<file path="src/rtl/cle_key_pkg.sv">
// Shared definitions for the serial-key sequencer.
//   state_e  : sequencer FSM states
//   BA13_* / BA12_* : bus window select levels when idle / when owning the bus
//   TMR_W    : width of the SETUP/GAP step timer
package cle_key_pkg;

    typedef enum logic [2:0] {
        IDLE,
        REQ,
        SETUP,
        STROBE,
        GAP,
        DONE
    } state_e;

    // Bus levels when the sequencer does not own the bus
    localparam logic BA13_IDLE = 1'b1;
    localparam logic BA12_IDLE = 1'b0;

    // Bus levels that select the responder window (0x1xxx)
    localparam logic BA13_SEL  = 1'b0;
    localparam logic BA12_SEL  = 1'b1;

    // Wide enough for GAP_CYCLES up to 15 and generous SETUP_CYCLES values
    localparam int TMR_W = 8;

endpackage

</file>
<file path="src/rtl/cle_step_timer.sv">
// Loadable down-counter shared by the SETUP and GAP phases.
// Ports:
//   clk      : system clock
//   rst      : asynchronous active-high reset
//   load     : load load_val this cycle (takes priority over counting)
//   load_val : remaining cycles minus one for the phase being entered
//   zero     : counter has reached zero (phase ends this cycle)
module cle_step_timer #(
    parameter int W = 8
) (
    input  logic         clk,
    input  logic         rst,
    input  logic         load,
    input  logic [W-1:0] load_val,
    output logic         zero
);

    logic [W-1:0] cnt_q;

    always_ff @(posedge clk or posedge rst) begin
        if (rst) begin
            cnt_q <= '0;
        end else if (load) begin
            cnt_q <= load_val;
        end else if (cnt_q != '0) begin
            cnt_q <= cnt_q - 1'b1;
        end
    end

    assign zero = (cnt_q == '0);

endmodule

</file>
<file path="src/rtl/cle_key_sequencer.sv">
// Host-side initiator for the serial-key responder in the 0x1xxx bus window.
// For every step it drives a challenge nibble on BA7..BA4, issues one
// single-cycle SSER strobe (read), and shifts the sampled SDRD bit into the
// response word.
//
// Optional build macro: CLE_KEY_CHECK_EN adds the expected input and the
// match output (response compared with expected when the sequence ends).
//
// Ports:
//   clk, rst          : clock, asynchronous active-high reset
//   start, challenge  : sequence request and NUM_STEPS nibbles (step 0 in [3:0])
//   busy, done        : sequence in progress / one-cycle completion pulse
//   response          : bit k = SDRD sampled at step k, held until next start
//   bus_req, bus_gnt  : arbiter handshake
//   ba13, ba12, ba_nib, br_w, sser_n : responder bus signals
//   sdrd              : responder serial data
//   expected, match   : (CLE_KEY_CHECK_EN only) reference word and compare result
module cle_key_sequencer
    import cle_key_pkg::*;
#(
    parameter int NUM_STEPS    = 16,
    parameter int GAP_CYCLES   = 2,
    parameter int SETUP_CYCLES = 1
) (
    input  logic                   clk,
    input  logic                   rst,
    input  logic                   start,
    input  logic [4*NUM_STEPS-1:0] challenge,
    output logic                   busy,
    output logic                   done,
    output logic [NUM_STEPS-1:0]   response,
    output logic                   bus_req,
    input  logic                   bus_gnt,
    output logic                   ba13,
    output logic                   ba12,
    output logic [3:0]             ba_nib,
    output logic                   br_w,
    output logic                   sser_n,
    input  logic                   sdrd
`ifdef CLE_KEY_CHECK_EN
    ,
    input  logic [NUM_STEPS-1:0]   expected,
    output logic                   match
`endif
);

    localparam int STEP_W = (NUM_STEPS > 1) ? $clog2(NUM_STEPS) : 1;
    localparam logic [STEP_W-1:0] LAST_STEP  = STEP_W'(NUM_STEPS - 1);
    localparam logic [TMR_W-1:0]  SETUP_LOAD = TMR_W'(SETUP_CYCLES - 1);
    localparam logic [TMR_W-1:0]  GAP_LOAD   = TMR_W'((GAP_CYCLES > 0) ? GAP_CYCLES - 1 : 0);

    state_e                 state_q, state_nxt;
    logic [STEP_W-1:0]      step_q, step_nxt, step_inc;
    logic                   busy_q, busy_nxt;
    logic                   done_q, done_nxt;
    logic [NUM_STEPS-1:0]   resp_q, resp_nxt;
    logic                   bus_req_q, bus_req_nxt;
    logic                   ba13_q, ba13_nxt;
    logic                   ba12_q, ba12_nxt;
    logic [3:0]             nib_q, nib_nxt;
    logic                   sser_n_q, sser_n_nxt;
    logic [4*NUM_STEPS-1:0] chal_q;
    logic                   chal_cap;
    logic                   tmr_load;
    logic [TMR_W-1:0]       tmr_val;
    logic                   tmr_zero;
`ifdef CLE_KEY_CHECK_EN
    logic [NUM_STEPS-1:0]   exp_q;
    logic                   match_q, match_nxt;
`endif

    function automatic logic [3:0] nib_at(input logic [4*NUM_STEPS-1:0] c,
                                          input logic [STEP_W-1:0]      idx);
        logic [4*NUM_STEPS-1:0] sh;
        sh = c >> {idx, 2'b00};
        return sh[3:0];
    endfunction

    assign step_inc = step_q + 1'b1;

    cle_step_timer #(
        .W        (TMR_W)
    ) u_timer (
        .clk      (clk),
        .rst      (rst),
        .load     (tmr_load),
        .load_val (tmr_val),
        .zero     (tmr_zero)
    );

    // Challenge/expected words are plain data: captured on an accepted start
    always_ff @(posedge clk) begin
        if (chal_cap) begin
            chal_q <= challenge;
`ifdef CLE_KEY_CHECK_EN
            exp_q  <= expected;
`endif
        end
    end

    always_ff @(posedge clk or posedge rst) begin
        if (rst) begin
            state_q   <= IDLE;
            step_q    <= '0;
            busy_q    <= 1'b0;
            done_q    <= 1'b0;
            resp_q    <= '0;
            bus_req_q <= 1'b0;
            ba13_q    <= BA13_IDLE;
            ba12_q    <= BA12_IDLE;
            nib_q     <= 4'h0;
            sser_n_q  <= 1'b1;
`ifdef CLE_KEY_CHECK_EN
            match_q   <= 1'b0;
`endif
        end else begin
            state_q   <= state_nxt;
            step_q    <= step_nxt;
            busy_q    <= busy_nxt;
            done_q    <= done_nxt;
            resp_q    <= resp_nxt;
            bus_req_q <= bus_req_nxt;
            ba13_q    <= ba13_nxt;
            ba12_q    <= ba12_nxt;
            nib_q     <= nib_nxt;
            sser_n_q  <= sser_n_nxt;
`ifdef CLE_KEY_CHECK_EN
            match_q   <= match_nxt;
`endif
        end
    end

    // Next-state and next-output logic; every output is the registered
    // image of the value computed here for the state being entered.
    always_comb begin
        state_nxt   = state_q;
        step_nxt    = step_q;
        busy_nxt    = busy_q;
        done_nxt    = 1'b0;
        resp_nxt    = resp_q;
        bus_req_nxt = bus_req_q;
        ba13_nxt    = ba13_q;
        ba12_nxt    = ba12_q;
        nib_nxt     = nib_q;
        sser_n_nxt  = 1'b1;
        chal_cap    = 1'b0;
        tmr_load    = 1'b0;
        tmr_val     = '0;
`ifdef CLE_KEY_CHECK_EN
        match_nxt   = match_q;
`endif
        case (state_q)
            IDLE: begin
                if (start) begin
                    state_nxt   = REQ;
                    step_nxt    = '0;
                    busy_nxt    = 1'b1;
                    bus_req_nxt = 1'b1;
                    resp_nxt    = '0;
                    chal_cap    = 1'b1;
`ifdef CLE_KEY_CHECK_EN
                    match_nxt   = 1'b0;
`endif
                end
            end
            REQ: begin
                if (bus_gnt) begin
                    state_nxt = SETUP;
                    ba13_nxt  = BA13_SEL;
                    ba12_nxt  = BA12_SEL;
                    nib_nxt   = nib_at(chal_q, step_q);
                    tmr_load  = 1'b1;
                    tmr_val   = SETUP_LOAD;
                end
            end
            SETUP: begin
                if (tmr_zero) begin
                    state_nxt  = STROBE;
                    sser_n_nxt = 1'b0;
                end
            end
            STROBE: begin
                // The responder advances on this same edge; its SDRD is valid now
                resp_nxt[step_q] = sdrd;
                if (step_q == LAST_STEP) begin
                    state_nxt   = DONE;
                    done_nxt    = 1'b1;
                    busy_nxt    = 1'b0;
                    bus_req_nxt = 1'b0;
                    ba13_nxt    = BA13_IDLE;
                    ba12_nxt    = BA12_IDLE;
                    nib_nxt     = 4'h0;
`ifdef CLE_KEY_CHECK_EN
                    match_nxt   = (resp_nxt == exp_q);
`endif
                end else begin
                    step_nxt = step_inc;
                    tmr_load = 1'b1;
                    if (GAP_CYCLES > 0) begin
                        // Address stays on the previous nibble through the gap
                        state_nxt = GAP;
                        tmr_val   = GAP_LOAD;
                    end else begin
                        state_nxt = SETUP;
                        nib_nxt   = nib_at(chal_q, step_inc);
                        tmr_val   = SETUP_LOAD;
                    end
                end
            end
            GAP: begin
                if (tmr_zero) begin
                    state_nxt = SETUP;
                    nib_nxt   = nib_at(chal_q, step_q);
                    tmr_load  = 1'b1;
                    tmr_val   = SETUP_LOAD;
                end
            end
            DONE: begin
                state_nxt = IDLE;
            end
            default: begin
                state_nxt = IDLE;
            end
        endcase
    end

    assign busy     = busy_q;
    assign done     = done_q;
    assign response = resp_q;
    assign bus_req  = bus_req_q;
    assign ba13     = ba13_q;
    assign ba12     = ba12_q;
    assign ba_nib   = nib_q;
    assign br_w     = 1'b1;
    assign sser_n   = sser_n_q;
`ifdef CLE_KEY_CHECK_EN
    assign match    = match_q;
`endif

endmodule
</file>
<file path="config.mk">
export PLATFORM = sky130hd
export DESIGN_NAME = cle_key_sequencer
export DESIGN_NICKNAME = d
export VERILOG_FILES = /design/src/rtl/cle_key_pkg.sv /design/src/rtl/cle_step_timer.sv /design/src/rtl/cle_key_sequencer.sv
export SDC_FILE = /design/constraint.sdc
export NUM_CORES = 1
export LEC_CHECK = 0
export ABC_AREA = 1
export BUFFER_PORTS_ARGS = -buffer_cell sky130_fd_sc_hd__buf_2
export CORE_MARGIN = 3
export CORE_UTILIZATION = 40
export DETAILED_ROUTE_END_ITERATION = 10
export PLACE_DENSITY_LB_ADDON = 0.15
export REMOVE_ABC_BUFFERS = 1
export SKIP_LAST_GASP = 1
export SYNTH_ARGS = -nofsm -noshare
export SYNTH_HDL_FRONTEND = slang
export SYNTH_SLANG_ARGS = --single-unit
</file>
<file path="constraint.sdc">
create_clock -name clk -period 2.9 [get_ports clk]
set_input_delay 0.58 -clock clk [delete_from_list [all_inputs] [get_ports clk]]
set_output_delay 0.58 -clock clk [all_outputs]
set_load 0.02 [all_outputs]
</file>
== Yosys cells after proc, flatten, opt, wreduce, memory -nomap -nowiden ==
Index checks and enable logic that the tools add are counted.
Storage, ports and cells
  register bits: 104
  output and inout port bits: 27
  logic and storage cells: 81
Operators by class
  $lt $le $gt $ge: 2
  add/sub/neg operators: 2
  equality and inequality tests: 11
  reductions and logical operators: 14
  multiplexer cells: 40
  shift operators: 1
Operator list (number)
  64-bit by 6-bit right shift with 4-bit output: 1
  16-bit case mux with 2 select lines: 1
  4-bit two-way mux: 5
  1-bit two-way mux: 18
  16-bit bitwise mux: 1
  16-bit two-way mux: 1
  8-bit two-way mux: 2
  3-bit case mux with 5 select lines: 1
  3-bit two-way mux: 4
  2-bit inequality test (second input constant): 6
  4-bit case mux with 3 select lines: 1
  3-bit AND reduction: 3
  8-bit zero test: 1
  4-bit case mux with 2 select lines: 1
  4-bit AND reduction: 2
  8-bit nonzero test: 1
  8-bit by 1-bit subtractor with 8-bit output (second input constant): 1
  3-bit by 2-bit equality test with 1-bit output (second input constant): 2
  1-bit case mux with 2 select lines: 3
  2-bit nonzero test: 3
  4-bit by 5-bit < comparator with 1-bit output (second input constant): 1
  4-bit by 1-bit adder with 4-bit output (second input constant): 1
  1-bit demux with 4-bit select: 1
  4-bit equality test (second input constant): 1
  8 further kinds: 8

== Longest topological paths before layout ==
Gate-level depths: netlist of run 1.
  depth after elaboration: 6
  depth in mapped cells: 10
  mapped depth without buffers: 10

== Cells and area by module ==
A second synthesis of run 1 with hierarchy kept.
Second synthesis, totals
  cells, all modules: 541
  area total of the unflattened synthesis: 4976.0 um^2
By module, submodules not included
  cle_key_sequencer: area each 4445.5 um^2, times used 1, sequential area each 2725.1 um^2, cells each 470
  cle_step_timer: area each 530.5 um^2, times used 1, sequential area each 200.2 um^2, cells each 71

== Least setup slack after synthesis of run 1 ==
Ideal clock, no wire load.
  path type: reg-to-reg
  from: register state_q[2]
  to: register chal_q[0] (enable)
  data arrival time: 2.021 ns
  data required time: 2.482 ns
  buffers on the path: 0
  cell stages (with the launch flop): 6
  setup slack: 0.461 ns
  path through: dfrtp_1 > inv_2 > nand2_1 > nor2_1 > nand2_2 > inv_1
On the way
  word-level cells in the longest chain between the ends: 2
Ends and longest elaborated chain
  start: declaration: RTL line cle_key_sequencer.sv:52  | state_e state_q, state_nxt;
  start signal: assignment: RTL line cle_key_sequencer.sv:117  | state_q <= state_nxt;
  3-bit zero test: RTL line cle_key_sequencer.sv:152  | case (state_q)
  1-bit two-way mux: RTL line cle_key_sequencer.sv:152
  net chal_cap: RTL line cle_key_sequencer.sv:63  | logic chal_cap;
  end signal: assignment: RTL line cle_key_sequencer.sv:94  | chal_q <= challenge;
  end: declaration: RTL line cle_key_sequencer.sv:62  | logic [4*NUM_STEPS-1:0] chal_q;
The timed path passes the listed nets, and every way through them passes these cells.
A chain may end at the register's enable or synchronous reset.

== Worst setup path in the final report of run 1 ==
  from: register step_q[1]
  to: register resp_q[5], in the netlist response[5]
On the way
  word-level cells in the longest chain between the ends: 6
  elaborated cells between the ends (all ways): 7
  those cells by class: order compare (2); mux (4); reduce/logical (1)
Ends and longest elaborated chain
  start: declaration: RTL line cle_key_sequencer.sv:53  | logic [STEP_W-1:0] step_q, step_nxt, step_inc;
  start signal: assignment: RTL line cle_key_sequencer.sv:118  | step_q <= step_nxt;
  4-bit by 5-bit < comparator with 1-bit output (implied by the code) or 4-bit by 1-bit >= comparator with 1-bit output (tied branches): RTL line cle_key_sequencer.sv:184  | resp_nxt[step_q] = sdrd;
  1-bit logical AND (implied by the code): RTL line cle_key_sequencer.sv:184
  1-bit two-way mux (implied by the code): RTL line cle_key_sequencer.sv:184
  1-bit demux with 4-bit select (*): RTL line cle_key_sequencer.sv:184
  16-bit bitwise mux (*): RTL line cle_key_sequencer.sv:184
  16-bit case mux with 2 select lines (*): RTL line cle_key_sequencer.sv:152
  end signal: assignment: RTL line cle_key_sequencer.sv:121  | resp_q <= resp_nxt;
  end: declaration: RTL line cle_key_sequencer.sv:56  | logic [NUM_STEPS-1:0] resp_q, resp_nxt;
Every way passes the cells marked *; elsewhere a longest branch is shown, timed or not.

==> impl_metrics.env, run 1 <==
export IMPL_multi_input_area_um2=1506
export IMPL_overflow=0
export IMPL_switchingPower_w=0.001973
export IMPL_arrival_ns=2.28
export IMPL_ys_seq_elements=104
export IMPL_report_final_hold_viol_count=0
export IMPL_vias_per_cell=4.753
export IMPL_cellPowerDensity_nw_per_um2=906.2
export IMPL_tritoncts="built"
export IMPL_ctsLongestPathBuffers=2
export IMPL_post_cts_setup_buffer_count=0
export IMPL_power_frac_seq=0.419
export IMPL_cts_sinks=104
export IMPL_gr_usage_all_layers=0.1609
export IMPL_yosysWarnings=0
export IMPL_first_pass_iters=4
export IMPL_r2r_cells=7
export IMPL_slew_headroom=0.5115
export IMPL_synth_flop_cell="edfxtp_1"
export IMPL_maxCapViolCount=0
export IMPL_hpwl_um=6962
export IMPL_status="finished clean"
export IMPL_antenna_cells=0
export IMPL_ys_top_cells_by_area="edfxtp_1 (39%), dfrtp_1 (20%), nand2_1 (13%), inv_1 (6.0%), nand3_1 (3.7%)"
export IMPL_drt_iter0_drc=188
export IMPL_r2r_end="response[5]$_DFFE_PP0P_"
export IMPL_ys_seq_area_frac=0.6009
export IMPL_yosys_area_top_type="edfxtp_1"
export IMPL_initial_core_util=0.4174
export IMPL_worst_pin_slew_ns=0.7328
export IMPL_path_clk_slew_ns=0.07
export IMPL_worst_path_max_fanout=20
export IMPL_wl_um=9983
export IMPL_wl_per_cell_um=13.19
export IMPL_root_buffer="clkbuf_16"
export IMPL_rsz0062_at_grt="false"
export IMPL_required_ns=3.16
export IMPL_combPwrFrac=0.352
export IMPL_setup_viol=0
export IMPL_p_leak_nw=2.882
export IMPL_avgSynthCellArea_um2=9.417
export IMPL_synth_edff_count=64
export IMPL_reg2reg_slack_ns=0.88
export IMPL_crit_end="response[5]$_DFFE_PP0P_"
export IMPL_ioPinCount=96
export IMPL_seqCellArea_um2=2925
export IMPL_hp_class="input pin to async pin"
export IMPL_fillers=1102
export IMPL_clk_latency_ns=0.35
export IMPL_critical_path_slowest_cell="dfrtp_1"
export IMPL_crit_type="flop to flop"
export IMPL_p_clk_frac=0.229
export IMPL_vias=3598
export IMPL_vdd_drop_max_uv=410.2
export IMPL_drive_above_1_share=0.2264
export IMPL_ctsHoldBuffers=0
export IMPL_die_w_um=116.3
export IMPL_p_int_w=0.003226
export IMPL_async_flop_share=0.3846
export IMPL_io_buffers=94
export IMPL_cpMostUsedCell="nand2_1"
export IMPL_finClkSkew_ns=0.008777
export IMPL_cp_top_family="flip-flops"
export IMPL_r2r_start="step_q[1]$_DFFE_PP0P_"
export IMPL_cts_resized_gates=0
export IMPL_cts_inserted_buffers=9
export IMPL_startpoint_type="flop"
export IMPL_fin_nets=684
export IMPL_cts_max_level=3
export IMPL_slew_viol_final=0
export IMPL_fin_crit_sh=0.6983
export IMPL_max_stage_delay_ns=0.82
export IMPL_synth_top_area_frac=0.3948
export IMPL_design_core_area_um2=11660
export IMPL_dieArea_um2=13530
export IMPL_antenna_found_initial=0
export IMPL_grt_pass1_vias=3569
export IMPL_area_growth_pct=17.86
export IMPL_ant_nets=0
export IMPL_gp_congestion=0.7767
export IMPL_die_height_um=116.3
export IMPL_path_depth=7
export IMPL_grt_first_pass_wirelength_um=16970
export IMPL_postSynthCellCount=517
export IMPL_timing_setup_tns_ns=0
export IMPL_grt_max_degree=65
export IMPL_fin_crit_ns=2.025
export IMPL_syn_area_um2=4868
export IMPL_utilization=0.4920
export IMPL_sw_frac_of_total=0.3795
export IMPL_path_buf_inv=2
export IMPL_max_freq_ghz=0.4938
export IMPL_endpoint_kind="flop"
export IMPL_drc=0
export IMPL_crit_chain="inv_2 > ha_1 > inv_1 > o21ai_0 > nand2_1 > nand2_1 > o31ai_1"
export IMPL_yosysUniqueCellTypes=33
export IMPL_crit_path_start="step_q[1]$_DFFE_PP0P_"
export IMPL_rows=39
==> cell usage in the layout, fill, tap and decap left out, types with 3 or more instances in the layout <==
cell / netlist / final
nand2_1: 175 / 175
buf_2: 7 / 94
inv_1: 78 / 77
edfxtp_1: 64 / 64
dfrtp_1: 38 / 38
nand3_1: 36 / 36
o21ai_0: 20 / 20
nor2_1: 17 / 17
o31ai_1: 14 / 14
clkbuf_16: 0 / 10
inv_2: 6 / 7
xor2_1: 6 / 6
ha_1: 6 / 6
nand2_4: 5 / 5
nand4_1: 5 / 5
o21ai_1: 4 / 4
nor2_2: 4 / 4
nand2_2: 3 / 3
nor3_1: 3 / 3
a21oi_1: 3 / 3
==> worst min-delay path, cell delays in order <==
cell and delay [ns]:
buf_2 0.10, inv_1 0.04, buf_4 0.43
==> cell type report <==
cell class / instances / share of cell area
flip-flops and latches: 104 / 0.5098
well taps: 143 / 0.03118
repair buffers: 97 / 0.08809
inverters: 86 / 0.05757
multi-input cells: 311 / 0.2625
clock buffers: 14 / 0.04884
clock inverters: 2 / 0.001962
==> Yosys cell counts (all sizes together) (3+ instances only) <==
cell type    n
edfxtp      64
nand4        5
ha           6
a21oi        4
buf         16
o21ai       24
o31ai       14
inv         85
nor3         3
dfrtp       38
nand3       37
nand2      183
xor2         6
nor2        22
==> power by group through the flow <==
stage | logic (W) | clock network, W | registers, W
finish | 0.00183 | 0.00119 | 0.00218
detailed placement | 0.00185 | 0 | 0.00221
global route | 0.00214 | 0.00128 | 0.00222
CTS | 0.00185 | 0.00122 | 0.00218
global placement | 0.00182 | 0 | 0.00220
floorplan | 0.00125 | 0 | 0.00226
==> per-layer routing <==
layer  vias up  global-route usage  part of all wire
met5         -                   0                 0
met4         0             0.07347             0.022
met3        14             0.03627             0.057
met2       102              0.2422              0.44
met1      1654              0.2224              0.48
li1       1828                   -                 -
==> worst min-delay path by stage <==
stage | from | end | slack (ns)
after CTS | rst | done$_DFF_PP0_ | 0.37
after floorplan | state_q[0]$_DFFE_PP0P_ | sser_n$_DFF_PP1_ | 0.48
after global placement | ba_nib[3]$_DFFE_PP0P_ | ba_nib[3]$_DFFE_PP0P_ | 0.46
final | rst | done$_DFF_PP0_ | 0.35
after detailed placement | ba_nib[0]$_DFFE_PP0P_ | ba_nib[0]$_DFFE_PP0P_ | 0.47
after global routing | challenge[3] | chal_q[3]$_DFFE_PP_ | 0.38
==> kinds of logic after synthesis <==
kind of cell    synth area share
simple gates              0.2223
flops                     0.6009
buf+inv                  0.08969
compound gates           0.05654
xor+xnor                 0.01439
fa+ha+maj                0.01542
other cells            0.0007703
==> sequential cells by signal (all words and copies together), names as in the netlist <==
signal and flops:
response 16, bus_req 1, step_q 4, state_q 3, done 1, u_timer.cnt_q 8
ba12 1, sser_n 1, ba_nib 4, ba13 1, chal_q 64
==> per-stage QoR <==
step           hold WS, ns  total power (W)  area, µm²  setup slack [ns]  cells
3_3_place_gp        0.4647         0.004020       5446            0.9734    741
5_1_grt             0.3842         0.005637       5738            0.6856    757
4_1_cts             0.3669         0.005258       5738            0.8811    757
3_5_place_dp        0.4664         0.004056       5446            0.9139    741
2_1_floorplan       0.4785         0.003513       4762            0.4613    501
6_report            0.3525         0.005200       5738            0.8751    757
(Power assumes the default switching activity.)
==> inputs of run 2 (changes only) <==
==> constraint.sdc (replaced) <==
create_clock -name clk -period 1.9 [get_ports clk]
set_input_delay 0.38 -clock clk [delete_from_list [all_inputs] [get_ports clk]]
set_output_delay 0.38 -clock clk [all_outputs]
set_load 0.02 [all_outputs]
==> run 2 against run 1 <==
  * Clock power grew 45%
  * Final area rose by 0.68%
  * Clock skew is essentially flat
  * Clock-buffer cell count is 4 lower
  * Non-clock buffer count increased by 6
  * Critical endpoint is now chal_q[34]$_DFFE_PP_
  * Final cell count increased by 0.79%
  * Register-to-register slack worse by 0.57 ns
  * First-iteration DRC count rose by 12%
==> impl_metrics.env, run 2 (same netlist as run 1, synthesis figures left out) <==
export IMPL_cts_sinks=104
export IMPL_die_height_um=116.3
export IMPL_p_leak_nw=2.896
export IMPL_grt_max_degree=65
export IMPL_drc=0
export IMPL_initial_core_util=0.4174
export IMPL_mostFrequentLayoutCell="nand2_1"
export IMPL_drive_above_1_share=0.2323
export IMPL_rsz0062_at_grt="false"
export IMPL_utilization=0.4953
export IMPL_post_cts_setup_buffer_count=0
export IMPL_max_freq_ghz=0.6283
export IMPL_overflow=0
export IMPL_first_pass_iters=4
export IMPL_hpwl_um=6786
export IMPL_startpoint_type="flop"
export IMPL_layout_setup_ws_ns=0.3083
export IMPL_report_final_hold_viol_count=0
export IMPL_arrival_ns=1.61
export IMPL_root_buffer="clkbuf_16"
export IMPL_largest_register_ffs=64
export IMPL_area_growth_pct=18.66
export IMPL_cts_resized_gates=0
export IMPL_hp_class="input pin to async pin"
export IMPL_pre_cts_ws_ns=0.3290
export IMPL_ioPinCount=96
export IMPL_required_ns=1.92
export IMPL_grt_pass1_vias=3319
export IMPL_reg2reg_slack_ns=0.31
export IMPL_setup_viol=0
export IMPL_ant_nets=0
export IMPL_wl_um=9750
export IMPL_tritoncts="built"
export IMPL_rows=39
export IMPL_gp_congestion=0.7975
export IMPL_antenna_cells=0
export IMPL_ctsLongestPathBuffers=2
export IMPL_postPlaceCellArea_um2=5504
export IMPL_wl_per_cell_um=12.78
export IMPL_cellPowerDensity_nw_per_um2=1373
export IMPL_ctsHoldBuffers=0
export IMPL_vdd_drop_max_uv=821.8
export IMPL_finClkSkew_ns=0.008603
export IMPL_io_buffers=94
export IMPL_design_core_area_um2=11660
export IMPL_crit_type="flop to flop"
export IMPL_slew_headroom=0.6665
export IMPL_antenna_found_initial=0
export IMPL_maxCapViolCount=0
export IMPL_dieArea_um2=13530
export IMPL_final_cell_area_um2=5777
export IMPL_endpoint_kind="flop"
export IMPL_die_w_um=116.3
export IMPL_cts_max_level=3
export IMPL_fin_crit_ns=1.592
export IMPL_grt_first_pass_wirelength_um=16360
export IMPL_fin_crit_sh=0.8377
export IMPL_vias_per_cell=4.645
export IMPL_drt_iter0_drc=210
export IMPL_path_clk_slew_ns=0.07
export IMPL_gr_usage_all_layers=0.1562
export IMPL_slew_viol_final=0
export IMPL_vias=3544
export IMPL_final_cell_mix="nand2_1 (175), buf_2 (94), inv_1 (77), edfxtp_1 (64), dfrtp_1 (38)"
export IMPL_cts_inserted_buffers=9
export IMPL_clk_latency_ns=0.35
export IMPL_worst_path_max_fanout=64
export IMPL_fin_nets=690
export IMPL_worst_pin_slew_ns=0.5002
export IMPL_registers_top_by_ff_count="chal_q"
export IMPL_status="finished clean"
run 2: changes by cell type in the layout (fill, tap and decap cells not counted), sizes merged:
cell	before	now
buf	97	103
clkbuf	14	10
clkinv	2	4
clkinvlp	0	2
run 2: where the power goes:
| group | internal [W] | total (W) | switching (W) |
|---|---|---|---|
| Sequential | 0.00300 | 0.00326 | 0.000260 |
| Clock | 0.000893 | 0.00173 | 0.000833 |
| Combinational | 0.000984 | 0.00295 | 0.00197 |
run 2: path summary, 6_finish.rpt:
kind	endpoint	start	cells after the start
min	response[11]$_DFFE_PP0P_	rst	3
max	chal_q[34]$_DFFE_PP_	state_q[2]$_DFFE_PP0P_	6
min reg2reg	ba13$_DFFE_PP1P_	ba13$_DFFE_PP1P_	2
max reg2reg	chal_q[34]$_DFFE_PP_	state_q[2]$_DFFE_PP0P_	6
min in group clk	chal_q[5]$_DFFE_PP_	challenge[5]	1
max in group asynchronous	sser_n$_DFF_PP1_	rst	3
run 2: cell type report:
cell class | count | area, µm²
well taps | 143 | 178.9
inverters | 86 | 330.3
fillers | 1115 | 5886
clock buffers | 10 | 229.0
clock inverters | 6 | 43.79
multi-input cells | 311 | 1506
repair buffers | 103 | 563.0
flip-flops and latches | 104 | 2925
run 2: per-layer routing:
metal,part of all wire,global-route usage,up-vias
met1,0.49,0.2161,1597
met2,0.44,0.2311,84
met3,0.050,0.04456,16
met5,0,0,-
met4,0.024,0.06497,0
li1,-,-,1847
run 2: metrics by stage:
stage          setup TNS (ns)  instances  hold WS (ns)  power (W)
5_1_grt                     0        763        0.1756   0.008604
4_1_cts                     0        763        0.1528   0.008050
2_1_floorplan          -35.06        501        0.4785   0.005362
3_3_place_gp                0        747        0.4651   0.006251
6_report                    0        763        0.1473   0.007933
3_5_place_dp                0        747        0.4692   0.006295
run 2: critical path, stage by stage (launching register included):
cell and delay, ns:
dfrtp_1 0.42, inv_2 0.08, nand2_1 0.06, nor2_1 0.15, nand2_2 0.11, inv_2 0.09
buf_12 0.28
